## src/rtl/req_ack_done_pkg.sv

```systemverilog
// Shared types, parameter limits and the round-robin search used by the
// multi-channel req/ack/done responder and its arbiter.
package req_ack_done_pkg;

   typedef enum logic [1:0] {
      IDLE     = 2'd0,
      WAIT_ACK = 2'd1,
      XFR      = 2'd2,
      RELEASE  = 2'd3
   } state_t;

   localparam int NCH_MIN     = 2;
   localparam int NCH_MAX     = 16;
   localparam int ACK_DLY_MIN = 1;
   localparam int ACK_DLY_MAX = 15;
   localparam int TMO_MIN     = 2;
   localparam int TMO_MAX     = 255;
   localparam int LAT_W       = 4;
   localparam int TMO_W       = 8;

   typedef struct packed {
      logic       valid;
      logic [3:0] idx;
   } rr_pick_t;

   // First requesting channel at or after ptr, wrapping modulo nch (ptr < nch).
   function automatic rr_pick_t rr_search(input logic [NCH_MAX-1:0] req,
                                          input logic [3:0]         ptr,
                                          input int                 nch);
      rr_pick_t   pick;
      logic [4:0] cand;
      pick = '0;
      for (int i = 0; i < NCH_MAX; i++) begin
         cand = {1'b0, ptr} + 5'(i);
         cand = (cand >= 5'(nch)) ? (cand - 5'(nch)) : cand;
         if (!pick.valid && (i < nch) && req[cand[3:0]]) begin
            pick.valid = 1'b1;
            pick.idx   = cand[3:0];
         end
      end
      return pick;
   endfunction

endpackage

```

## src/rtl/req_ack_done_mc_rr_arbiter.sv

```systemverilog
// Combinational round-robin arbiter: request vector plus priority pointer in,
// one-hot grant and binary index out.
module rr_arbiter
   import req_ack_done_pkg::*;
#(
   parameter int NCH = 4,
   parameter int IW  = $clog2(NCH)
) (
   input  logic [NCH-1:0] req,
   input  logic [IW-1:0]  ptr,
   output logic [NCH-1:0] gnt,
   output logic [IW-1:0]  idx,
   output logic           valid
);

   localparam logic [NCH-1:0] CH0_MASK = {{(NCH-1){1'b0}}, 1'b1};

   rr_pick_t           pick_s;
   logic [NCH_MAX-1:0] req_ext_s;

   // Widen to the package search width and turn the pick into grant outputs.
   always_comb begin
      req_ext_s          = '0;
      req_ext_s[NCH-1:0] = req;
      pick_s             = rr_search(req_ext_s, 4'(ptr), NCH);
      valid              = pick_s.valid && ({1'b0, pick_s.idx} < 5'(NCH));
      idx                = IW'(pick_s.idx);
      if (valid) begin
         gnt = CH0_MASK << idx;
      end else begin
         gnt = '0;
      end
   end

endmodule

```

## src/rtl/req_ack_done_mc.sv

```systemverilog
// Multi-channel req/ack/done responder: round-robin grant, programmable ack
// latency, done timeout with error report, abort and completed-transfer count.
module req_ack_done_mc
   import req_ack_done_pkg::*;
#(
   parameter int NCH     = 4,
   parameter int ACK_DLY = 2,
   parameter int TMO     = 16,
   parameter int CNTW    = 16
) (
   input  logic                     clk,
   input  logic                     rst_n,
   input  logic [NCH-1:0]           req,
   input  logic [NCH-1:0]           done_xfr,
   output logic [NCH-1:0]           ack,
   output logic                     busy,
   output logic [$clog2(NCH)-1:0]   cur_ch,
   output logic                     err_tmo,
   output logic [$clog2(NCH)-1:0]   err_ch,
   output logic [CNTW-1:0]          xfr_cnt
);

   localparam int             IW       = $clog2(NCH);
   localparam logic [NCH-1:0] CH0_MASK = {{(NCH-1){1'b0}}, 1'b1};
   localparam logic [IW-1:0]  LAST_CH  = IW'(NCH - 1);
   localparam logic [IW-1:0]  IDX_ONE  = IW'(1'b1);
   localparam logic [CNTW-1:0] CNT_ONE = CNTW'(1'b1);

   state_t            state_r,   state_nxt_s;
   logic [LAT_W-1:0]  lat_r,     lat_nxt_s;
   logic [TMO_W-1:0]  tmo_r,     tmo_nxt_s;
   logic [IW-1:0]     rr_ptr_r,  rr_ptr_nxt_s;
   logic [IW-1:0]     cur_ch_r,  cur_ch_nxt_s;
   logic [IW-1:0]     err_ch_r,  err_ch_nxt_s;
   logic [NCH-1:0]    ack_r,     ack_nxt_s;
   logic              err_tmo_r, err_tmo_nxt_s;
   logic              busy_r;
   logic [CNTW-1:0]   cnt_r,     cnt_nxt_s;

   logic [NCH-1:0]    gnt_s;
   logic [IW-1:0]     gnt_idx_s;
   logic              gnt_valid_s;

   rr_arbiter #(
      .NCH (NCH),
      .IW  (IW)
   ) u_arb (
      .req   (req),
      .ptr   (rr_ptr_r),
      .gnt   (gnt_s),
      .idx   (gnt_idx_s),
      .valid (gnt_valid_s)
   );

   // Next-state and next-output logic; every output is registered below.
   always_comb begin
      state_nxt_s   = state_r;
      lat_nxt_s     = lat_r;
      tmo_nxt_s     = tmo_r;
      rr_ptr_nxt_s  = rr_ptr_r;
      cur_ch_nxt_s  = cur_ch_r;
      err_ch_nxt_s  = err_ch_r;
      ack_nxt_s     = ack_r;
      err_tmo_nxt_s = 1'b0;
      cnt_nxt_s     = cnt_r;
      case (state_r)
         IDLE: begin
            if (gnt_valid_s) begin
               cur_ch_nxt_s = gnt_idx_s;
               rr_ptr_nxt_s = (gnt_idx_s == LAST_CH) ? '0 : (gnt_idx_s + IDX_ONE);
               // With a one-cycle latency the ack register loads on the grant edge.
               if (ACK_DLY == 32'sd1) begin
                  ack_nxt_s   = gnt_s;
                  tmo_nxt_s   = 8'd1;
                  state_nxt_s = XFR;
               end else begin
                  lat_nxt_s   = LAT_W'(ACK_DLY - 1);
                  state_nxt_s = WAIT_ACK;
               end
            end else begin
               state_nxt_s = IDLE;
            end
         end
         WAIT_ACK: begin
            if (!req[cur_ch_r]) begin
               state_nxt_s = IDLE;
            end else if (lat_r == 4'd1) begin
               ack_nxt_s   = CH0_MASK << cur_ch_r;
               tmo_nxt_s   = 8'd1;
               state_nxt_s = XFR;
            end else begin
               lat_nxt_s   = lat_r - 4'd1;
            end
         end
         XFR: begin
            if (done_xfr[cur_ch_r]) begin
               ack_nxt_s   = '0;
               cnt_nxt_s   = cnt_r + CNT_ONE;
               state_nxt_s = RELEASE;
            end else if (tmo_r == TMO_W'(TMO)) begin
               ack_nxt_s     = '0;
               err_tmo_nxt_s = 1'b1;
               err_ch_nxt_s  = cur_ch_r;
               state_nxt_s   = RELEASE;
            end else begin
               tmo_nxt_s = tmo_r + 8'd1;
            end
         end
         RELEASE: begin
            if (!req[cur_ch_r]) begin
               state_nxt_s = IDLE;
            end else begin
               state_nxt_s = RELEASE;
            end
         end
         default: begin
            ack_nxt_s   = '0;
            state_nxt_s = IDLE;
         end
      endcase
   end

   // State and output registers with synchronous active-low reset.
   always_ff @(posedge clk) begin
      if (!rst_n) begin
         state_r   <= IDLE;
         lat_r     <= '0;
         tmo_r     <= '0;
         rr_ptr_r  <= '0;
         cur_ch_r  <= '0;
         err_ch_r  <= '0;
         ack_r     <= '0;
         err_tmo_r <= 1'b0;
         busy_r    <= 1'b0;
         cnt_r     <= '0;
      end else begin
         state_r   <= state_nxt_s;
         lat_r     <= lat_nxt_s;
         tmo_r     <= tmo_nxt_s;
         rr_ptr_r  <= rr_ptr_nxt_s;
         cur_ch_r  <= cur_ch_nxt_s;
         err_ch_r  <= err_ch_nxt_s;
         ack_r     <= ack_nxt_s;
         err_tmo_r <= err_tmo_nxt_s;
         busy_r    <= (state_nxt_s != IDLE);
         cnt_r     <= cnt_nxt_s;
      end
   end

   assign ack     = ack_r;
   assign busy    = busy_r;
   assign cur_ch  = cur_ch_r;
   assign err_tmo = err_tmo_r;
   assign err_ch  = err_ch_r;
   assign xfr_cnt = cnt_r;

endmodule
```

## config.mk

```make
export PLATFORM = sky130hd
export DESIGN_NAME = req_ack_done_mc
export DESIGN_NICKNAME = d
export VERILOG_FILES = /design/src/rtl/req_ack_done_pkg.sv /design/src/rtl/req_ack_done_mc_rr_arbiter.sv /design/src/rtl/req_ack_done_mc.sv
export SDC_FILE = /design/constraint.sdc
export NUM_CORES = 1
export LEC_CHECK = 0
export CAP_MARGIN = 20
export CORE_MARGIN = 1
export CORE_UTILIZATION = 45
export CTS_CLUSTER_DIAMETER = 30
export CTS_CLUSTER_SIZE = 30
export DETAILED_ROUTE_END_ITERATION = 6
export HOLD_SLACK_MARGIN = 0.05
export PLACE_DENSITY = 0.79
export SYNTH_ARGS = -nofsm -noshare
export SYNTH_HDL_FRONTEND = slang
export SYNTH_SLANG_ARGS = --single-unit
```

## constraint.sdc

```tcl
create_clock -name clk -period 3.15 [get_ports clk]
set_clock_uncertainty 0.1 [all_clocks]
set_input_delay 0.63 -clock clk [delete_from_list [all_inputs] [get_ports clk]]
set_output_delay 0.63 -clock clk [all_outputs]
set_load 0.02 [all_outputs]
```

==> run summary, run 1 <==
The total routing usage reported by global routing is 0.203, and the detailed placer's ending HPWL is 3.59 mm. Fraction of synthesis flops using an asynchronous set or reset pin: 0. Routability-driven placement finished with a final weighted congestion of 0.842.

For the worst setup path, the data required time is 3.25 ns. The post-synthesis register bit count came out at 42. For the worst-skew pair, the clock arrives at the later sink with an insertion delay of 0.30 ns. The floorplan die height works out to 72.9 microns. The clock net in this run drives a total of 42 sinks. The buffer and inverter count on the worst path works out to 1. The library cell with the largest summed area after synthesis was sky130_fd_sc_hd__dfxtp_1. The longest clock path from root to sink contains 2 buffers. The tools report the via count as 1981. The category of the worst setup path launch point was a primary input. Counting flops with a built-in enable in the synthesized netlist gives 0. The logs give 1.86 mW for the power after layout and 0 for the number of nets with antenna violations after routing. The simple-gate share of the synthesized area works out to 0.233.

The xor and xnor area share after synthesis is 0.0774. During synthesis, Yosys emitted a total of 0 warnings. Across all hold checks on the routed design, the worst slack comes to 0.406 ns. After clock tree synthesis, the repair step resized 0 gates. The run finished with clean final reports. The number of gates on the worst path with buffers counted is 6. The layout overhead on the synthesized area was 23.1%; the number of levels the H-tree was split into was 2. The area fraction in compound gates after synthesis was 0.136; the detailed router's first-iteration violation count was 138. For the number of distinct library cells after synthesis, the log shows 47. The final-report setup violation count came out at 0.

The run gives 1.06 nW as the static leakage. The share of post-route cells with drive strength above 1 was 0.0757. The number of primary I/O pins was 36.

The most used flip-flop cell after synthesis is sky130_fd_sc_hd__dfxtp_1. TritonCTS built the clock tree. In the final layout, flip-flops and latches occupy 841 sq um. For the cell count after synthesis, the log shows 267. Number of hold-slack violations in the final timing report: 0. The critical path is of the primary input to flip-flop type.

The mux contribution to synthesized area was 0.0885. Across the VDD grid, the largest voltage drop is 292 uV. The biggest cell delay along the critical path is 0.57 ns, and the post-route setup TNS is 0 ns.

The aggregate global routing overflow was 0; the count of cells along the worst hold path was 2. The top cell type's share of synthesized area was 0.372; the first-pass GRT wire length was 8.38 mm. After detailed placement, the design holds a cell count of 363.

After clock tree synthesis, the clock-pin slew on the worst setup and hold paths is 0.08 ns. In this run the core area contains 25 standard-cell rows. The tools report the number of buffers inserted during clock tree synthesis as 5. The number of buffers added on ports is 35. The first detailed-routing pass ran for 5 iterations. The commonest cells after synthesis are 42 x sky130_fd_sc_hd__dfxtp_1, 39 x sky130_fd_sc_hd__nor2_1, 25 x sky130_fd_sc_hd__nand2_1. Walking the worst path, the cells encountered are clkdlybuf4s50_1, mux4_2, nor4_1, mux2i_1, xnor2_1, o21a_1. The number of cells on the worst reg-to-reg path is 7.

Setup repair after global routing left no endpoint under its margin. In the final routed layout, each cell accounts on average for 13.2 microns. The sequential share of the synthesized area was 0.372; the largest net degree at the start of global routing was 27. The tools report the fill cell instance count of the final layout as 414. Broken down by cell family, the worst path's largest delay share belongs to multiplexers. For the pin with the worst max-slew slack, the measured transition is 0.536 ns.

Hold repair after CTS inserted 0 buffers. The region available for standard cell placement spans 4790 sq um. The per-cell via count in the routed design works out to 5.34. The count of cells in the finished layout, fillers not included, comes to 371. The final-report max-slew violation count is 0. Subtracting the final worst setup slack from the clock period gives 2.83 ns.

After detailed routing, the total wire length is 4.91 mm. The adder-cell area share of the yosys netlist works out to 0.0442. By area, the combinational part of the netlist is dominated by simple AND/OR/NAND/NOR gates. The tool flagged a number of max-cap violations equal to 0. The synthesized area divided by synthesized cell count was 8.47 sq um; the remaining design rule violation count was 0. STA classifies the critical path endpoint as a flip-flop. The tools report the number of global-route vias before repair as 1836. For this design, the slowest cell found on the critical path is sky130_fd_sc_hd__clkdlybuf4s50_1. The number of setup buffers added after CTS is 0. CTS placed an instance of sky130_fd_sc_hd__clkbuf_8 at the clock tree root. The min-delay analysis places its worst path in the category flip-flop to flip-flop. Summing all multi-input logic gate instances after layout gives 1310 sq um. Total power per unit cell area: 668 nW/um^2. The width of the die came out at 72.9 microns. Number of antenna violations at the first check in global routing: 0. The net count after synthesis came out at 285. The area enclosed by the die boundary was 5310 sq um.

Peak fanout along the critical path: 11. For this run, the top clock speed supported by timing is 354 MHz. 0 antenna diodes ended up in the layout. The synthesized netlist occupies a cell area of 2260 sq um. The most common cell in the synthesized netlist is sky130_fd_sc_hd__dfxtp_1. By area the synthesized netlist is led by sky130_fd_sc_hd__dfxtp_1 37%, sky130_fd_sc_hd__nor2_1 6.5%, sky130_fd_sc_hd__xor2_1 6.2%. For the worst setup path, the data arrival time is 2.92 ns. The tools report the starting density of the core as 0.473.

The final worst-path cycle share is 0.897, and the remaining max-slew budget at the tightest pin is 0.642. Count of nets after finishing: 321.
## worst reg2reg max path, delay by kind of cell, from the launching register on
kind            cells  cell delay (ns)
mux                 2             0.93
simple gates        1             0.50
fa+ha+maj           1             0.42
flops               1             0.33
compound gates      1             0.19
xor+xnor            1             0.13
buf+inv             1             0.09
## final timing paths
path	start	endpoint	slack (ns)
max	req[3]	rr_ptr_r[1]$_SDFFE_PN0P_	0.32
min	tmo_r[1]$_SDFFE_PN0P_	tmo_r[1]$_SDFFE_PN0P_	0.41
min reg2reg	tmo_r[1]$_SDFFE_PN0P_	tmo_r[1]$_SDFFE_PN0P_	0.41
max reg2reg	rr_ptr_r[0]$_SDFFE_PN0P_	rr_ptr_r[1]$_SDFFE_PN0P_	0.36
## power breakdown
| part | internal [mW] | switching [mW] |
|---|---|---|
| sequential | 0.588 | 0.0599 |
| combinational | 0.350 | 0.440 |
| clock | 0.236 | 0.185 |
## layout by cell type, fill, tap and decap left out, types with 2 or more instances in the layout
cell,count
sky130_fd_sc_hd__mux4_2,4
sky130_fd_sc_hd__or3_1,5
sky130_fd_sc_hd__inv_1,11
sky130_fd_sc_hd__xor2_1,16
sky130_fd_sc_hd__nand2_1,25
sky130_fd_sc_hd__o211a_1,2
sky130_fd_sc_hd__o22ai_1,2
sky130_fd_sc_hd__mux2i_1,5
sky130_fd_sc_hd__dfxtp_1,42
sky130_fd_sc_hd__clkbuf_8,5
sky130_fd_sc_hd__nor2_1,39
sky130_fd_sc_hd__and3_1,8
sky130_fd_sc_hd__ha_1,8
sky130_fd_sc_hd__a21oi_1,22
sky130_fd_sc_hd__a22oi_1,2
sky130_fd_sc_hd__nand2b_1,5
sky130_fd_sc_hd__nand3_1,6
sky130_fd_sc_hd__nor3_1,6
sky130_fd_sc_hd__buf_4,6
sky130_fd_sc_hd__o21a_1,2
sky130_fd_sc_hd__clkdlybuf4s50_1,35
sky130_fd_sc_hd__xnor2_1,4
sky130_fd_sc_hd__nor2b_1,3
sky130_fd_sc_hd__o21ai_0,10
sky130_fd_sc_hd__a221oi_1,3
sky130_fd_sc_hd__nand4_1,4
sky130_fd_sc_hd__mux2_2,3
## cell type report
cell class / instances / area share
Clock buffer: 6 / 0.0261
Clock inverter: 2 / 0.0135
Inverter: 12 / 0.0162
Multi-Input combinational cell: 201 / 0.470
Sequential cell: 42 / 0.302
Tap cell: 67 / 0.0301
Timing Repair Buffer: 41 / 0.142
## state kept, by name, indices dropped and copies added (netlist names)
signal    flops
ack           4
xfr_cnt      16
lat_r         4
cur_ch        2
busy          1
rr_ptr_r      2
state_r       2
tmo_r         8
err_tmo       1
err_ch        2
## cell families after synthesis
logic type                 after synthesis
AOI/OAI and AO/OA                       50
and+or+nand+nor                        110
adders and majority gates                8
DFF                                     42
xor gates and xnor gates                20
buffers and inverters                   24
muxes                                   13
## layer usage
metal / GRT usage / up-vias / routed length (microns)
li1: - / 993 / -
met1: 0.259 / 930 / 2140
met2: 0.342 / 51 / 2460
met3: 0.0442 / 7 / 252
met4: 0.0675 / 0 / 65
met5: 0 / - / 0
## metrics by stage
stage                      util  area, sq um  setup slack [ns]
after floorplan               -         2260             0.342
after global placement    0.559         2680             0.191
after detailed placement  0.559         2680             0.109
after CTS                 0.582         2790             0.398
after global routing      0.582         2790             0.205
final                     0.582         2790             0.324
Note: power is estimated with default switching activity, not from simulation.
==> inputs of run 2 (changes only) <==
ABC_AREA = 1   (was not set)
CTS_CLUSTER_SIZE = 25   (was 30)
HOLD_SLACK_MARGIN = 0.02   (was 0.05)
PLACE_DENSITY = 0.78   (was 0.79)
==> run 2 against run 1 <==
  * Synthesized cell count up 43%
  * Power rose by 17%
  * Maximum frequency up 29%
  * Clock-buffer cell count unchanged
  * Die area increased by 12%
  * Global-route usage grew 0.29 points
  * Sequential power grew 8.8%
  * Critical path depth is 5 lower
  * Non-clock buffer count down 4
  * Design area grew 9.7%
  * Flip-flop and latch count stayed put
  * Critical path type is now flip-flop to primary output
  * Largest power group unchanged
  * Highest routed layer unchanged
==> run summary, run 2 <==
For the post-route setup TNS, the log shows 0 ns. The worst setup path is launched from a flip-flop. The logs give 1.47 ns for the endpoint arrival time on the critical path and 2314 for the number of global-route vias before repair.

The run gives 0.206 as the total routing usage reported by global routing. The endpoint class of the critical path is a primary output. After technology mapping, the gate count stands at 381. For this design the ratio of total power to cell area is 711 nW/um^2. The buffer and inverter count on the worst path is 1.

The wire-length estimate of the detail-placed layout is 4.07 mm. The floorplan die height was 77.0 microns. The final-report max-slew violation count is 0. Ranked by instance count, the synthesized netlist is headed by 109 x sky130_fd_sc_hd__nand2_1, 42 x sky130_fd_sc_hd__dfxtp_1, 36 x sky130_fd_sc_hd__inv_1, 36 x sky130_fd_sc_hd__nor2_1, 31 x sky130_fd_sc_hd__a21oi_1. The longest clock path from root to sink contains 2 buffers.

VDD sags by at most 584 uV. For the worst setup path, the data required time is 2.42 ns. Synthesis produced a netlist with a net count of 399.

The type of the worst setup path was flip-flop to primary output. The slew of the pin with the lowest slew margin is 0.411 ns. The run gives 0 as the aggregate global routing overflow. TritonCTS built the clock tree. In the layout the commonest cells are 109 x sky130_fd_sc_hd__nand2_1, 42 x sky130_fd_sc_hd__dfxtp_1, 36 x sky130_fd_sc_hd__inv_1, 36 x sky130_fd_sc_hd__nor2_1, 35 x sky130_fd_sc_hd__clkdlybuf4s50_1. The register with the most flip-flops in the layout has 16 of them. The tools report the clock latency on the worst-skew pair as 0.30 ns. The cell with the largest stage delay on the worst path is sky130_fd_sc_hd__clkdlybuf4s50_1. The starting density of the core came out at 0.481.

The number of hold-slack violations in the final timing report was 0; the shortest clock period the worst path allows after layout was 2.20 ns. For the number of antenna violations at the first check in global routing, the log shows 0. The sequential share of the synthesized area is 0.332. The tools report the cts-stage hold buffer count as 0. Traced cell by cell, the critical path runs through clkdlybuf4s50_1. The fraction of synthesis flops using an asynchronous set or reset pin was 0; the post-CTS clock slew at the launch and capture registers of the worst setup and hold paths was 0.08 ns. Once detail routing completed, the nets flagged for antenna violations numbered 0. The min-delay analysis places its worst path in the category flip-flop to flip-flop. The number of antenna diodes in the final layout is 0.

The floorplan has 26 rows. Entering global routing, the biggest net connects 19 pins. After synthesis, the mean cell area works out to 6.65 sq um.

Compared with the post-synthesis result, the final layout area differs by 20.7%. The top cell type's share of synthesized area is 0.332, and the number of distinct library cells after synthesis is 32. The H-tree generated during clock tree synthesis spans 2 levels. The core region is 5270 sq um. The area enclosed by the die boundary came out at 5930 sq um. In the post-synthesis netlist, the biggest area contributors are sky130_fd_sc_hd__dfxtp_1 33%, sky130_fd_sc_hd__nand2_1 16%, sky130_fd_sc_hd__a21oi_1 6.1%. Yosys printed 0 warnings.

The run gives 455 MHz as the maximum clock rate. The width of the die came out at 77.0 microns. Leading register cell type out of synthesis: sky130_fd_sc_hd__dfxtp_1.

The pre-antenna-repair detailed-routing pass consisted of 4 iterations. In this design, the stage delay of the slowest critical-path cell is 0.67 ns. The final-report setup violation count was 0. The library cell used most frequently in the layout, excluding fill and tap cells, is sky130_fd_sc_hd__nand2_1.

Buffers placed on the I/O ports in this run total 35. The tools report the number of cells upsized or downsized after cts as 0. Using the TritonRoute via totals, the vias-per-cell ratio works out to 5.02. In the final design database the tool counted 435 nets. Cell family contributing the most delay on the critical path: buffers and inverters.

sky130_fd_sc_hd__nand2_1 is the most common cell in the netlist. The clock drives 42 sinks. The synthesized design spends more area on one cell type than any other, namely sky130_fd_sc_hd__dfxtp_1. CTS placed an instance of sky130_fd_sc_hd__clkbuf_8 at the clock tree root. The analysis attributes to cell leakage a power of 1.25 nW. Overall power consumption after layout is estimated at 2.17 mW.

Setup repair after global routing left no endpoint under its margin. The first global-routing pass estimated 9.97 mm of wire. Summing every instance area after synthesis gives 2530 sq um.

The remaining max-slew budget at the tightest pin came out at 0.725. The tools report the number of primary I/O pins as 36. The first routing iteration left 89 violations. The remaining design rule violation count came out at 0. The synthesized design contains 42 register bits. The final worst-path cycle share was 0.698. The peak fanout along the critical path is 9, and the number of buffers inserted during clock tree synthesis is 5.

For the final routed wirelength across all metal layers, the log shows 5.57 mm. The run gives 487 as the fill cell instance count of the final layout. The share of post-route cells with drive strength above 1 came out at 0.0885. Number of buffers inserted by post-CTS setup repair: 0. The final route contains 2451 vias. The tool flagged a number of max-cap violations equal to 0. After detailed routing, the average wire length per cell comes to 11.4 microns. Routability-driven placement finished with a final weighted congestion of 0.890.

The number of flops mapped to enable cells by yosys works out to 0. The run finished with clean final reports.
run 2: cell count changes after synthesis, sizes merged, moves of 7 or more:
cell,previous run,this run
inv,11,42
nand2,26,116
nand3,6,32
and3,8,1
a21oi,22,33
run 2: final cells by class:
type                            count  area [sq um]  share of cell area
Tap cell                           70          87.6              0.0287
Inverter                           42           158              0.0516
Multi-Input combinational cell    289          1500               0.489
Sequential cell                    42           841               0.275
Clock inverter                      2          37.5              0.0123
Timing Repair Buffer               37           365               0.120
Clock buffer                        6          72.6              0.0237
run 2: per-layer routing:
layer,wire length [microns],global-route usage,up-vias
met1,2560,0.246,1089
li1,-,-,1297
met5,0,0,-
met2,2660,0.364,54
met3,244,0.0440,11
met4,106,0.0698,0
run 2: cells by family (layout without fill, tap and decap cells):
kind of cell | count (synthesis) | in the layout | share of synthesized area
AOI/OAI and AO/OA | 51 | 51 | 0.109
xor gates and xnor gates | 20 | 20 | 0.0692
adders and majority gates | 8 | 8 | 0.0395
buffers and inverters | 50 | 87 | 0.0776
DFF | 42 | 42 | 0.332
and+or+nand+nor | 210 | 210 | 0.373
run 2: worst paths after layout:
path | from | end | slack, ns | cells after the start
hold / removal | ack[1]$_SDFFE_PN0P_ | ack[1]$_SDFFE_PN0P_ | 0.37 | 2
setup / recovery | cur_ch[1]$_SDFFE_PN0P_ | cur_ch[1] | 0.95 | 1
setup reg to reg | rr_ptr_r[0]$_SDFFE_PN0P_ | busy$_SDFF_PN0_ | 0.97 | 10
hold reg to reg | ack[1]$_SDFFE_PN0P_ | ack[1]$_SDFFE_PN0P_ | 0.37 | 2
run 2: per-stage QoR:
stage	worst slack (ns)	utilization	cells	hold WS (ns)	instance area, sq um
2_1_floorplan	1.28	-	381	0.367	2530
4_1_cts	0.942	0.580	488	0.372	3060
5_1_grt	0.791	0.580	488	0.394	3060
3_5_place_dp	0.729	0.559	480	0.363	2950
3_3_place_gp	0.758	0.559	480	0.357	2950
6_report	0.951	0.580	488	0.367	3060
run 2: where the power goes:
| part | leakage (nW) | internal [mW] | switching (mW) | total, mW |
|---|---|---|---|---|
| Combinational | 0.861 | 0.361 | 0.674 | 1.03 |
| Sequential | 0.341 | 0.609 | 0.0963 | 0.705 |
| Clock | 0.0514 | 0.237 | 0.195 | 0.432 |
| Total | 1.25 | 1.21 | 0.965 | 2.17 |
==> inputs of run 3 (changes only) <==
PLACE_DENSITY = 0.8   (was 0.78)
clock period = 1.93 ns   (was 3.15 ns; I/O delays follow)
==> run 3 against run 2 <==
  * Non-clock buffer count increased by 14
  * Design area increased by 3.6%
  * Clock power rose by 34%
  * Core utilization rose by 2.1 points
  * Combinational power rose by 80%
  * Via count increased by 3.6%
  * Critical path type unchanged
  * Largest cell class unchanged
  * Highest routed layer unchanged
==> run summary, run 3 (same netlist as run 2, synthesis figures left out) <==
The flow ran to the end, and the final reports show no timing, DRC or antenna violations. The run gives 0.0286 as the met3 routing resource usage after global routing. The largest net degree at the start of global routing came out at 17. The cell family contributing the most delay on the critical path was buffers and inverters.

The final routed wirelength across all metal layers was 5.77 mm. The tightest min-delay check is of the flip-flop to flip-flop type. The wire length per cell is 11.5 microns, and the final worst-path cycle share is 0.964.

From synthesis to final layout, the design area changed by 25.1%. The run gives 0 as the cts-stage hold buffer count. The first TritonRoute pass finished after 4 iterations. The maximum vdd ir drop was 900 uV.

At the later pin of the worst-skew pair, clock insertion delay measures 0.30 ns. The tools report the met1 track demand over resource in global routing as 0.243. TritonCTS built the clock tree.

The total routing usage reported by global routing came out at 0.206. The congestion estimate from routability-driven global placement came to 0.942. The worst setup path is captured at a primary output. Leaving out fill and tap cells, the most frequent cells in the layout are 108 x sky130_fd_sc_hd__nand2_1, 39 x sky130_fd_sc_hd__dfxtp_1, 36 x sky130_fd_sc_hd__nor2_1, 35 x sky130_fd_sc_hd__inv_1, 34 x sky130_fd_sc_hd__clkdlybuf4s50_1. The library cell used as clock root buffer was sky130_fd_sc_hd__clkbuf_8.

The smallest clock period supported by the final layout is computed as 1.86 ns. Busiest metal layer after global routing: met2. The tools report the launch point of the worst hold path as ack[2]$_SDFFE_PN0P_. The endpoint identified for the worst register-to-register timing path is lat_r[3]$_SDFFE_PN0P_.

Post-CTS clock slew at the launch and capture registers of the worst setup and hold paths: 0.08 ns. The most critical setup path has its startpoint at xfr_cnt[10]$_SDFFE_PN0P_. The run gives 9.96 mm as the first-pass GRT wire length. The number of buffers added on ports is 35, and the number of levels the H-tree was split into is 2. The slew of the pin with the lowest slew margin came out at 0.310 ns. Number of buffers inserted by post-CTS setup repair: 0. Counting tap cells, the placed design contains a total of 494 instances. The floorplan step set the die width to 77.0 microns.

In this run the power density over the cells is 1120 nW/um^2. The run gives 1.37 ns as the endpoint arrival time on the critical path. In this run, CTS created clock tree buffers numbering 5. After layout, the design draws a total of 3.56 mW.

The logs give 2 for the maximum count of clock buffers along a single path and 42 for the count of clock tree sinks. From bottom edge to top edge, the die measures 77.0 microns. The tools report the number of global-route vias before repair as 2380. Category of the worst setup path launch point: a flip-flop.

The detailed router finished its first iteration with 83 violations. The area of the multi-input gates was 1520 sq um. The starting density of the core came out at 0.481. For this run, the slowest stage of the critical path takes 0.64 ns. Final hold analysis gives a worst-case slack of 0.368 ns.

The total inserted antenna cells was 0; the number of antenna violations at the first check in global routing was 0. The filler cells instantiated in the layout total 489. Using the TritonRoute via totals, the vias-per-cell ratio works out to 5.06. The wire-length estimate of the detail-placed layout is 4.39 mm. Setup violations remaining at the end of the flow were counted as 0. At the worst endpoint, the required time is 1.44 ns.

The area enclosed by the die boundary was 5930 sq um; the remaining max-slew budget at the tightest pin was 0.792. The launch point of the worst reg-to-reg path was rr_ptr_r[1]$_SDFFE_PN0P_. The count of nets after finishing was 449.

The number of hold-slack violations in the final timing report was 0. The number of cells on the worst reg-to-reg path is 12. Traced cell by cell, the critical path runs through clkdlybuf4s50_1. The library cell used most frequently in the layout, excluding fill and tap cells, is sky130_fd_sc_hd__nand2_1. Global-route met2 utilization: 0.370. Type of the worst setup path: flip-flop to primary output.

The run gives 0 as the final-report max-slew violation count. The initialized floorplan defines 26 standard-cell rows. The total overflow left after global routing is 0. The share of post-route cells with drive strength above 1 is 0.137. The region available for standard cell placement spans 5270 sq um.

Derived from the worst setup path, the maximum achievable clock frequency is 538 MHz. Across all layers, the routed design uses 2539 vias. The number of violations of the max-capacitance limit is 0, and the peak fanout along the critical path is 6. The static leakage was 1.33 nW; the number of nets with antenna violations after routing was 0. For this run, design rule violations remaining after detail routing come to 0. The number of primary I/O pins is 36. For flop-to-flop paths, the worst setup slack is 0.19 ns. The run gives 502 as the filler-free cell count of the finished design. The buffer and inverter count on the worst path came out at 1. The sequential standard cell area was 845 sq um. Following the worst setup path forward leads to its endpoint at xfr_cnt[10]. The cell with the largest stage delay on the worst path was sky130_fd_sc_hd__clkdlybuf4s50_1. The register with the most flip-flops in the layout has 16 of them. The post-route setup TNS is 0 ns, and the number of gates on the worst path with buffers counted is 1.
run 3: how the worst min path moves through the flow:
stage                                  to  slack [ns]  cells past startpoint
floorplan           tmo_r[7]$_SDFFE_PN0P_        0.37                      2
global placement      ack[2]$_SDFFE_PN0P_        0.35                      2
detailed placement    ack[2]$_SDFFE_PN0P_        0.36                      2
CTS                   ack[2]$_SDFFE_PN0P_        0.37                      2
global route          ack[3]$_SDFFE_PN0P_        0.39                      2
finish                ack[2]$_SDFFE_PN0P_        0.37                      2
run 3: what timing repair did:
| action | 4_1_cts | 5_1_grt |
|---|---|---|
| endpoints found under the setup margin | 1 | 10 |
| gates resized for setup | 1 | 7 |
| pin swaps | 0 | 0 |
run 3: per-stage QoR:
step                instance area [sq um]  setup slack (ns)  utilization
global placement                     3050           -0.0858        0.579
detailed placement                   3050            -0.145        0.579
global route                         3170          -0.00622        0.601
CTS                                  3140            0.0450        0.596
floorplan                            2530            0.0637            -
finish                               3170            0.0701        0.601
run 3: area by class of cell:
cell class	instances	share of cell area
Timing Repair Buffer	51	0.149
Clock buffer	5	0.0217
Clock inverter	3	0.00671
Inverter	42	0.0498
Multi-Input combinational cell	289	0.478
Tap cell	70	0.0276
Sequential cell	42	0.267
run 3: routing by layer:
layer,vias to the layer above,part of all wire
met2,58,0.50
met5,-,0
li1,1320,-
met1,1152,0.45
met4,0,0.017
met3,9,0.034
run 3: power breakdown:
group / switching (mW) / total, mW / internal (mW)
Combinational: 1.16 / 1.85 / 0.690
Clock: 0.324 / 0.578 / 0.254
Sequential: 0.130 / 1.13 / 0.999
Total: 1.61 / 3.56 / 1.94
